File: src/rtl/score_overlay_ctrl.sv
// Two-player BCD scoreboard with hblank glyph-row fetch and per-pixel overlay output.
// Optional build macro SCORE_BLINK_EN blanks a player's digits for a while after each goal.
module score_overlay_ctrl #(
  parameter int X0          = 256,
  parameter int Y0          = 16,
  parameter int SCALE_SHIFT = 2,
  parameter int WIN_SCORE   = 7
) (
  input  logic       clk,
  input  logic       rst_n,
  input  logic       goal_p1,
  input  logic       goal_p2,
  input  logic       score_clr,
  input  logic       frame_start,
  input  logic       line_start,
  input  logic [9:0] next_y,
  input  logic [9:0] draw_x,
  output logic [3:0] rom_char,
  output logic [2:0] rom_row,
  input  logic [7:0] rom_pixels,
  output logic [3:0] p1_tens,
  output logic [3:0] p1_ones,
  output logic [3:0] p2_tens,
  output logic [3:0] p2_ones,
  output logic       match_over,
  output logic       fetch_busy,
  output logic       overlay_on
);

  localparam logic [9:0] X_LO  = 10'(X0);
  localparam logic [9:0] X_HI  = 10'(X0 + (40 << SCALE_SHIFT));
  localparam logic [9:0] Y_LO  = 10'(Y0);
  localparam logic [9:0] Y_HI  = 10'(Y0 + (8 << SCALE_SHIFT));
  localparam logic [6:0] WIN_B = 7'(WIN_SCORE);
  localparam logic [3:0] BLANK = 4'hF;

  typedef enum logic {IDLE, FETCH} state_t;

  function automatic logic [7:0] bcd_inc(input logic [7:0] s);
    if (s == 8'h99)           return s;
    else if (s[3:0] == 4'd9)  return {s[7:4] + 4'd1, 4'd0};
    else                      return {s[7:4], s[3:0] + 4'd1};
  endfunction

  function automatic logic [6:0] bcd_bin(input logic [7:0] s);
    return {3'b000, s[7:4]} * 7'd10 + {3'b000, s[3:0]};
  endfunction

  function automatic logic [3:0] cell_char(input logic [2:0] c, input logic [15:0] snap,
                                           input logic bl1, input logic bl2);
    case (c)
      3'd0:    return bl1 ? BLANK : snap[15:12];
      3'd1:    return bl1 ? BLANK : snap[11:8];
      3'd3:    return bl2 ? BLANK : snap[7:4];
      3'd4:    return bl2 ? BLANK : snap[3:0];
      default: return BLANK;
    endcase
  endfunction

  logic [7:0]  p1_q, p1_d, p2_q, p2_d;
  logic        match_q, match_d;
  logic [15:0] snap_q, snap_d;
  logic        acc1, acc2, blank1, blank2;

  assign acc1 = goal_p1 & ~match_q & ~score_clr;
  assign acc2 = goal_p2 & ~match_q & ~score_clr;

`ifdef SCORE_BLINK_EN
  logic [5:0] blk1_q, blk1_d, blk2_q, blk2_d;

  always_comb begin
    blk1_d = blk1_q;
    blk2_d = blk2_q;
    if (score_clr) begin
      blk1_d = '0;
      blk2_d = '0;
    end else begin
      if (acc1)                             blk1_d = 6'd63;
      else if (frame_start && blk1_q != 0)  blk1_d = blk1_q - 6'd1;
      if (acc2)                             blk2_d = 6'd63;
      else if (frame_start && blk2_q != 0)  blk2_d = blk2_q - 6'd1;
    end
  end

  always_ff @(posedge clk or negedge rst_n) begin
    if (!rst_n) begin
      blk1_q <= '0;
      blk2_q <= '0;
    end else begin
      blk1_q <= blk1_d;
      blk2_q <= blk2_d;
    end
  end

  assign blank1 = (blk1_q != 6'd0) & blk1_q[3];
  assign blank2 = (blk2_q != 6'd0) & blk2_q[3];
`else
  assign blank1 = 1'b0;
  assign blank2 = 1'b0;
`endif

  // Match state is judged on the registered scores, so it lands one edge after the winning goal.
  always_comb begin
    p1_d    = p1_q;
    p2_d    = p2_q;
    match_d = match_q;
    snap_d  = frame_start ? {p1_q, p2_q} : snap_q;
    if (score_clr) begin
      p1_d    = '0;
      p2_d    = '0;
      match_d = 1'b0;
    end else begin
      if (acc1) p1_d = bcd_inc(p1_q);
      if (acc2) p2_d = bcd_inc(p2_q);
      if (bcd_bin(p1_q) == WIN_B || bcd_bin(p2_q) == WIN_B) match_d = 1'b1;
    end
  end

  always_ff @(posedge clk or negedge rst_n) begin
    if (!rst_n) begin
      p1_q    <= '0;
      p2_q    <= '0;
      match_q <= 1'b0;
      snap_q  <= '0;
    end else begin
      p1_q    <= p1_d;
      p2_q    <= p2_d;
      match_q <= match_d;
      snap_q  <= snap_d;
    end
  end

  state_t          state_q;
  logic [2:0]      cell_q;
  logic [4:0][7:0] lbuf_q;
  logic            line_valid_q;
  logic [3:0]      rom_char_q;
  logic [2:0]      rom_row_q;
  logic            fetch_busy_q;
  logic            y_in;
  logic [9:0]      y_off;

  assign y_in  = (next_y >= Y_LO) && (next_y < Y_HI);
  assign y_off = next_y - Y_LO;

  // rom_char is registered one cell ahead so the ROM answer is ready at the capturing edge.
  always_ff @(posedge clk or negedge rst_n) begin
    if (!rst_n) begin
      state_q      <= IDLE;
      cell_q       <= '0;
      lbuf_q       <= '0;
      line_valid_q <= 1'b0;
      rom_char_q   <= BLANK;
      rom_row_q    <= '0;
      fetch_busy_q <= 1'b0;
    end else if (line_start) begin
      line_valid_q <= 1'b0;
      cell_q       <= '0;
      if (y_in) begin
        state_q      <= FETCH;
        rom_row_q    <= 3'(y_off >> SCALE_SHIFT);
        rom_char_q   <= cell_char(3'd0, snap_q, blank1, blank2);
        fetch_busy_q <= 1'b1;
      end else begin
        state_q      <= IDLE;
        rom_char_q   <= BLANK;
        fetch_busy_q <= 1'b0;
      end
    end else if (state_q == FETCH) begin
      lbuf_q[cell_q] <= rom_pixels;
      if (cell_q == 3'd4) begin
        state_q      <= IDLE;
        line_valid_q <= 1'b1;
        rom_char_q   <= BLANK;
        fetch_busy_q <= 1'b0;
      end else begin
        cell_q     <= cell_q + 3'd1;
        rom_char_q <= cell_char(cell_q + 3'd1, snap_q, blank1, blank2);
      end
    end
  end

  logic       x_in, overlay_d, overlay_q;
  logic [9:0] x_off;
  logic [2:0] pix_c, pix_b;

  assign x_in  = (draw_x >= X_LO) && (draw_x < X_HI);
  assign x_off = draw_x - X_LO;
  assign pix_c = 3'(x_off >> (3 + SCALE_SHIFT));
  assign pix_b = 3'(x_off >> SCALE_SHIFT);

  always_comb begin
    overlay_d = 1'b0;
    if (line_valid_q && x_in) overlay_d = lbuf_q[pix_c][3'd7 - pix_b];
  end

  always_ff @(posedge clk or negedge rst_n) begin
    if (!rst_n) overlay_q <= 1'b0;
    else        overlay_q <= overlay_d;
  end

  assign rom_char   = rom_char_q;
  assign rom_row    = rom_row_q;
  assign p1_tens    = p1_q[7:4];
  assign p1_ones    = p1_q[3:0];
  assign p2_tens    = p2_q[7:4];
  assign p2_ones    = p2_q[3:0];
  assign match_over = match_q;
  assign fetch_busy = fetch_busy_q;
  assign overlay_on = overlay_q;

endmodule

File: config.mk
export PLATFORM = sky130hd
export DESIGN_NAME = score_overlay_ctrl
export DESIGN_NICKNAME = d
export VERILOG_FILES = /design/src/rtl/score_overlay_ctrl.sv
export SDC_FILE = /design/constraint.sdc
export NUM_CORES = 1
export LEC_CHECK = 0
export ABC_AREA = 0
export CORE_AREA = 3 3 99 101
export DETAILED_ROUTE_END_ITERATION = 6
export DIE_AREA = 0 0 102 104
export HOLD_SLACK_MARGIN = 0.03
export PLACE_DENSITY = 0.73
export SETUP_SLACK_MARGIN = 0.3
export SLEW_MARGIN = 10
export SYNTH_ARGS = -nofsm -noshare
export SYNTH_HDL_FRONTEND = slang
export SYNTH_SLANG_ARGS = --single-unit
File: constraint.sdc
create_clock -name clk -period 6 [get_ports clk]
set_input_delay 1.2 -clock clk [delete_from_list [all_inputs] [get_ports clk]]
set_output_delay 1.2 -clock clk [all_outputs]
set_load 0.03 [all_outputs]
Word-level counts from Yosys, hierarchy flattened

Index checks and enable logic that the tools add are counted.

Bits in registers: 87
Logic and storage cells: 115
Input port bits: 35
Output and inout port bits: 26

Mux-type cells: 36
Order comparisons: 8
Reduce and logical (&&, ||, !) cells: 21
$add $sub $neg: 10
Bitwise operators: 7
Equality and inequality tests: 13
$mul: 2

Operator list:

| kind                  | number |
|---|---|
| $mux W8               | 10 |
| $bwmux W40            | 1 |
| $bmux W8 S3           | 1 |
| $demux W8 S3          | 1 |
| $add A4 B1 Y4 const B | 4 |
| $eq A8 B8 Y1 const B  | 2 |
| $mux W4               | 4 |
| $pmux W4 S4           | 1 |
| $add A7 B4 Y7         | 2 |
| $eq A7 B3 Y1 const B  | 2 |
| $mux W1               | 14 |
| $reduce_bool A2 Y1    | 7 |
| $lt A3 B4 Y1 const B  | 3 |
| $mul A4 B3 Y6 const B | 2 |
| $reduce_and A2 Y1     | 6 |
| $ge A10 B5 Y1 const B | 1 |
| $ge A10 B9 Y1 const B | 1 |
| $lt A10 B6 Y1 const B | 1 |
| $lt A10 B9 Y1 const B | 1 |
| $mux W3               | 3 |
| $eq A4 B4 Y1 const B  | 2 |
| $sub A8 B1 Y8 const B | 1 |
| $eq A3 B3 Y1 const B  | 2 |
| $ne A2 B2 Y1 const B  | 3 |
| 13 further kinds      | 22 |

Longest topological paths before layout

Gate-level depths: netlist of the first run.

Depth after elaboration: 6
Gate-level depth with buffers: 9
Mapped depth without buffers: 9

Worst setup path before layout of the first run

No wires, ideal clock.

Path type: input-to-reg
Start: in line_start
End: reg lbuf_q[16] (netlist name)
Library setup time: 0.125 ns
Path buffers: 2
Stages on the path: 5
Arrival time: 2.315 ns
Data required time: 5.875 ns
Setup slack: 3.560 ns
Path through: buf_6 -> nand2b_4 -> or4_4 -> buf_6 -> mux2_4

Longest elaborated chain between the ends: 2

RTL lines:

| what                           | line | text |
|---|---|---|
| start: declaration             | 15   | `input logic line_start,` |
| $not A1 Y1 (no line)           | n/a  |  |
| $reduce_and A2 Y1 (no line)    | n/a  |  |
| end signal: indexed assignment | 170  | `lbuf_q[cell_q] <= rom_pixels;` |
| end: declaration               | 135  | `logic [4:0][7:0] lbuf_q;` |

No other way between the ends.
A chain may end at the register's enable or synchronous reset.

Final worst setup path of the first run

Start: in draw_x[5]
End: reg overlay_q, in the netlist overlay_on

Longest elaborated chain between the ends: 6
Elaborated cells between the ends (all ways): 10
Classes of those cells: add/sub: 1; order compare: 2; mux: 5; reduce/logical: 2

RTL lines:

| what                          | line | text |
|---|---|---|
| start: declaration            | 17   | `input logic [9:0] draw_x,` |
| $sub A8 B1 Y8                 | 188  | `assign x_off = draw_x - X_LO;` |
| $bmux W8 S3                   | 194  | `if (line_valid_q && x_in) overlay_d = lbuf_q[pix_c][3'd7 - pix_b];` |
| $mux W8 (implied by the code) | 194  |  |
| $bmux W1 S3                   | 194  |  |
| $mux W1 (implied by the code) | 194  |  |
| $mux W1 *                     | 194  |  |
| named net overlay_d           | 183  | `logic x_in, overlay_d, overlay_q;` |
| end signal: assignment        | 199  | `else overlay_q <= overlay_d;` |
| end: declaration              | 183  |  |

The timed path passes the listed nets; every way through them passes the cells marked *. The select of a mux whose other input is x is not followed.

==> impl_metrics.tcl, run 1 <==
set metrics [dict create \
    place_congestion 0.814 \
    worstSetupEndpointType "flip-flop" \
    wl_per_cell_um 16.8 \
    initial_core_util_pct 53.0 \
    grt_max_degree 88 \
    post-route-drc-count 0 \
    reg2reg_from "p2_q[5]" \
    holdPathEnd "rom_row[2]" \
    htreeDepth 3 \
    fin_cells 575 \
    grt_first_pass_wirelength_mm 16.3 \
    power_uw 1180 \
    cts_tree "done" \
    die-width_um 102 \
    cp.arrival_ns 3.19 \
    port_buffers 56 \
    synth_top_area_share_pct 43.1 \
    nets 523 \
    final_layout_size_suffix_gt1_share_pct 20.9 \
    placementRows 35 \
    cts_resized 0 \
    hold_start "rom_row[2]" \
    setup_tns_ns 0 \
    hold_viol 0 \
    io_pins 61 \
    track_usage_pct 19.3 \
    hold_slack_ns 0.488 \
    synth_warnings 0 \
    whs_path_depth 2 \
    synth_edf_count 0 \
    timing.final.crit_share_pct 49.0 \
    clockRootBuffer "clkbuf_8" \
    multi_input_area_sq_mm 0.00245 \
    timing_worst_slew_pin_value_ns 1.07 \
    drv_slew 0 \
    r2r-end "match_over" \
    fin_crit_ns 2.94 \
    fin_skew_ns 0.00475 \
    maxCapViolations 0 \
    die_h_um 104 \
    synth_seq_cells 87 \
    syn_avg_cell_area_sq_um 11.8 \
    r2r_slack_ns 3.50 \
    placedCellCount 559 \
    synth_fp_nets 472 \
    insertedDiodeCount 0 \
    area_growth_pct 16.2 \
    crit_type "primary input to flip-flop" \
    finalSetupViolCount 0 \
    status "finished, final reports clean" \
    grt_pass1_vias 3319 \
    netlist_area_sq_mm 0.00482 \
    seqCellArea_sq_mm 0.00218 \
    dieArea_sq_mm 0.0106 \
    dr.pass1.iters 4 \
    yosysTopAreaCell "dfrtp_1" \
    clockBufferDepth 2 \
    cts_hold_buf 0 \
    synth_ff_type "dfrtp_1" \
    irDropWorstVdd_mv 0.124 \
    totalWireLength_mm 9.69 \
    yosys-top-cells-area "dfrtp_1 (43%), mux2_2 (11%), ha_1 (6.5%)" \
    utilization_pct 61.6 \
    cts-buffers-inserted 9 \
    rsz0062_at_grt "no" \
    start_kind "primary input" \
    vias_per_cell 5.68 \
    hpwl_mm 6.84 \
    post-cts-setup-buffers 0 \
    cts.clk_slew.worst_paths_ns 0.08 \
    synthCells 408 \
    p_leak_uw 0.00265 \
    vias 3268 \
    min_path_type "flip-flop to flip-flop" \
    clk_latency_ns 0.36 \
    grt_overflow 0 \
    synth.distinct_cells 60 \
    nFillCells 784 \
    antenna_found_initial 0 \
    cts_sinks 87 \
    async_flop_share_pct 100 \
    antenna_left 0 \
    cp.required_ns 6.24 \
    power_density_mw_per_mm2 211 \
    fmax_ghz 0.340 \
    seq_area_frac_synth_pct 45.2 \
    drt-initial-drc-count 98 \
    worstRegToRegCells 9 \
    cp_max_fo 15 \
    core_area_sq_mm 0.00911 \
    relSlewSlack_pct 28.6 \
]
synth_stat cells (5+ instances only):
master,number
xor2_1,7
nor2b_1,8
o221ai_1,6
nor3_1,8
a21oi_1,18
nand2_1,16
xnor2_1,8
inv_1,21
a22oi_1,6
mux2_2,48
o21ai_0,11
mux2_4,16
dfrtp_1,83
nor2_1,26
nand2b_1,5
ha_1,25
mux2i_1,15
logic make-up after synthesis:
group / Yosys count / synth area share, %
compound gates: 64 / 8.85
xor+xnor: 16 / 3.06
fa+ha+maj: 29 / 8.15
buf+inv: 39 / 4.02
flops: 87 / 45.2
mux: 80 / 19.8
simple gates: 93 / 10.9
how the worst max path moves through the flow:
| stage | startpoint | to |
|---|---|---|
| 2_1_floorplan | line_start | lbuf_q[16] |
| 3_3_place_gp | draw_x[5] | overlay_on |
| 3_5_place_dp | draw_x[5] | overlay_on |
| 4_1_cts | draw_x[5] | overlay_on |
| 5_1_grt | draw_x[5] | overlay_on |
| 6_report | draw_x[5] | overlay_on |
area by class of cell:
class	instances	area share (%)
Clock inverter	4	0.513
Sequential cell	87	38.9
Tap cell	111	2.48
Inverter	23	1.54
Timing Repair Buffer	56	9.95
Clock buffer	12	2.95
Multi-Input combinational cell	282	43.7
worst max-delay path, cell delays in order:
cell and delay, ns:
clkdlybuf4s50_1 0.88, mux4_2 0.59, nor2b_1 0.13, nor4_1 0.07
a311oi_1 0.24, a211oi_1 0.08
per-layer routing:
| layer | GRT usage [%] | share of wire [%] |
|---|---|---|
| met1 | 25.4 | 45 |
| met3 | 4.76 | 3.8 |
| met4 | 4.97 | 1.5 |
| met2 | 31.8 | 50 |
| met5 | 0 | 0 |
power by group:
group          total (uW)  internal (uW)  switching (uW)
Clock                 391            184             207
Sequential            638            618            20.4
Combinational         155           75.3            79.5
layout by cell type (no fill, tap or decap), drive strengths merged, types with 9 or more instances in the layout:
| cell | synthesis | routed |
|---|---|---|
| a21oi | 18 | 18 |
| o21ai | 11 | 11 |
| nand2 | 16 | 16 |
| dfrtp | 83 | 83 |
| ha | 25 | 25 |
| nor2 | 26 | 26 |
| mux2i | 15 | 15 |
| clkdlybuf4s50 | 0 | 55 |
| xnor2 | 9 | 9 |
| mux2 | 64 | 64 |
| clkbuf | 3 | 12 |
| inv | 23 | 23 |
flip-flops by register name, indices dropped and copies added (netlist names):
register / cells
fetch_busy: 1
line_valid_q: 1
state_q: 1
rom_char: 4
match_over: 1
overlay_on: 1
snap_q: 16
rom_row: 3
p2_q: 8
cell_q: 3
p1_q: 8
lbuf_q: 40
metrics by stage:
| step | instance area [sq um] | setup WS [ns] |
|---|---|---|
| floorplan | 4820 | 3.56 |
| global placement | 5410 | 2.67 |
| detailed placement | 5410 | 2.66 |
| CTS | 5610 | 3.04 |
| global route | 5610 | 2.96 |
| finish | 5610 | 3.06 |
Power figures use the tool's default switching activity.
==> run 2: changes to the inputs <==
==> constraint.sdc (replaced) <==
create_clock -name clk -period 2.9 [get_ports clk]
set_input_delay 0.58 -clock clk [delete_from_list [all_inputs] [get_ports clk]]
set_output_delay 0.58 -clock clk [all_outputs]
set_load 0.03 [all_outputs]
==> run 2 against run 1 <==
- cell count increased by 0.87%
- highest routed layer unchanged
- sequential power increased by 110%
- largest cell class unchanged
- via count increased by 1.2%
- die area unchanged
- design area increased by 1.4%
- worst setup slack got worse by 2.6 ns
==> impl_metrics.tcl, run 2 (same netlist as run 1, synthesis figures left out) <==
set metrics [dict create \
    irDropWorstVdd_mv 0.332 \
    dr.pass1.iters 4 \
    setup_ws_ns 0.444 \
    initial_core_util_pct 53.0 \
    r2r_slack_ns 0.44 \
    wl_per_cell_um 16.7 \
    cp_cell_sequence "ha_1 -> ha_1 -> inv_1 -> fa_1 -> xor2_1 -> nand2_1 -> or4_1 -> a21o_1 -> a31oi_1" \
    largest_reg_flops 40 \
    cts.clk_slew.worst_paths_ns 0.09 \
    vias 3306 \
    cts_hold_buf 0 \
    rsz0062_at_grt "no" \
    cp.arrival_ns 2.71 \
    relSlewSlack_pct 53.1 \
    finalSetupViolCount 0 \
    crit_path_frequent_cell "ha_1" \
    fin_skew_ns 0.0118 \
    die_h_um 104 \
    timing_worst_slew_pin_value_ns 0.701 \
    place_congestion 0.842 \
    p_leak_uw 0.00269 \
    hold_viol 0 \
    fmax_ghz 0.407 \
    post-cts-setup-buffers 0 \
    final_cell_mix "dfrtp_1 (82), clkdlybuf4s50_1 (55), mux2_2 (48)" \
    utilization_pct 62.4 \
    drv_slew 0 \
    layout_commonest_cell "dfrtp_1" \
    area_growth_pct 17.8 \
    clk_latency_ns 0.35 \
    clockRootBuffer "clkbuf_8" \
    nets 529 \
    clockBufferDepth 2 \
    reg2reg_from "p2_q[7]" \
    grt_overflow 0 \
    final_layout_size_suffix_gt1_share_pct 21.5 \
    post-route-drc-count 0 \
    worstSetupEndpointType "flip-flop" \
    vias_per_cell 5.70 \
    grt_pass1_vias 3335 \
    hold_slack_ns 0.162 \
    power_density_mw_per_mm2 450 \
    timing.final.crit_share_pct 84.7 \
    cts_sinks 87 \
    maxCapViolations 0 \
    cts_resized 0 \
    hpwl_mm 6.96 \
    cpPeakStageDelay_ns 0.47 \
    grt_first_pass_wirelength_mm 16.1 \
    nFillCells 756 \
    preCtsSetupSlack_ns 0.457 \
    top_regs "lbuf_q (40), snap_q (16)" \
    busiest_layer "met2" \
    die-width_um 102 \
    htreeDepth 3 \
    crit_buf_inv 1 \
    totalWireLength_mm 9.67 \
    crit_slowest_cell "dfrtp_1" \
    cp_max_fo 6 \
    cts-buffers-inserted 9 \
    port_buffers 56 \
    r2r-end "match_over" \
    grt_max_degree 55 \
    worstRegToRegCells 9 \
    met1_usage_pct 25.6 \
    drt-initial-drc-count 76 \
    fin_crit_ns 2.46 \
    placementRows 35 \
    core_area_sq_mm 0.00911 \
    dieArea_sq_mm 0.0106 \
    track_usage_pct 18.9 \
    grt.met3_usage_pct 3.76 \
    antenna_left 0 \
    min_path_type "primary input to asynchronous set/reset pin" \
    cts_tree "done" \
    setup_tns_ns 0 \
    io_pins 61 \
    antenna_found_initial 0 \
    globalRouteMet2Util_pct 30.8 \
    crit_type "flip-flop to flip-flop" \
    largest_register "lbuf_q" \
    crit_family "adder cells" \
    status "finished, final reports clean" \
    start_kind "flip-flop" \
    insertedDiodeCount 0 \
    cp.required_ns 3.16 \
]
## run 2: changes by cell type in the layout (fill, tap and decap cells not counted), moves of 2 or more
cell | previous run | this run
buf_4 | 1 | 6
bufinv_16 | 0 | 2
clkbuf_1 | 0 | 2
clkbuf_8 | 12 | 10
## run 2: worst register-to-register path: cells and delay by family (launching register included)
family          cells  cell delay [ns]
fa+ha+maj           3             0.81
compound gates      2             0.31
buf+inv             1             0.04
simple gates        2             0.49
flops               1             0.47
xor+xnor            1             0.25
## run 2: area by class of cell
cell class                 count  area [sq um]  area share [%]
tap                          111           139            2.44
timing repair buffer          62           616            10.8
clock buffer                  12           145            2.55
clock inverter                 3          67.6            1.19
sequential                    87          2180            38.4
inverter                      23          86.3            1.52
multi-input combinational    282          2450            43.1
## run 2: how the worst max path moves through the flow
stage               startpoint  slack (ns)  cells after the start          to
floorplan              p2_q[5]        0.51                      9  match_over
global placement       p2_q[5]        0.47                      9  match_over
detailed placement     p2_q[5]        0.46                      9  match_over
CTS                    p2_q[5]        0.43                      9  match_over
global route           p2_q[7]        0.32                      9  match_over
finish                 p2_q[7]        0.44                      9  match_over
## run 2: per-layer routing
| layer | vias to the layer above | part of all wire, % |
|---|---|---|
| met5 | - | 0 |
| li1 | 1577 | - |
| met1 | 1664 | 47 |
| met2 | 61 | 49 |
| met4 | 0 | 0.70 |
| met3 | 4 | 3.4 |
## run 2: metrics by stage
step	std cells	total power (uW)	area [sq um]
floorplan	408	1520	4820
global placement	565	1670	5470
detailed placement	565	1670	5470
CTS	580	2580	5680
global route	580	2660	5680
finish	580	2560	5680
## run 2: power breakdown
| part | internal [uW] | switching, uW | total, uW |
|---|---|---|---|
| Combinational | 161 | 165 | 326 |
| Sequential | 1280 | 43.4 | 1320 |
| Clock | 505 | 404 | 910 |
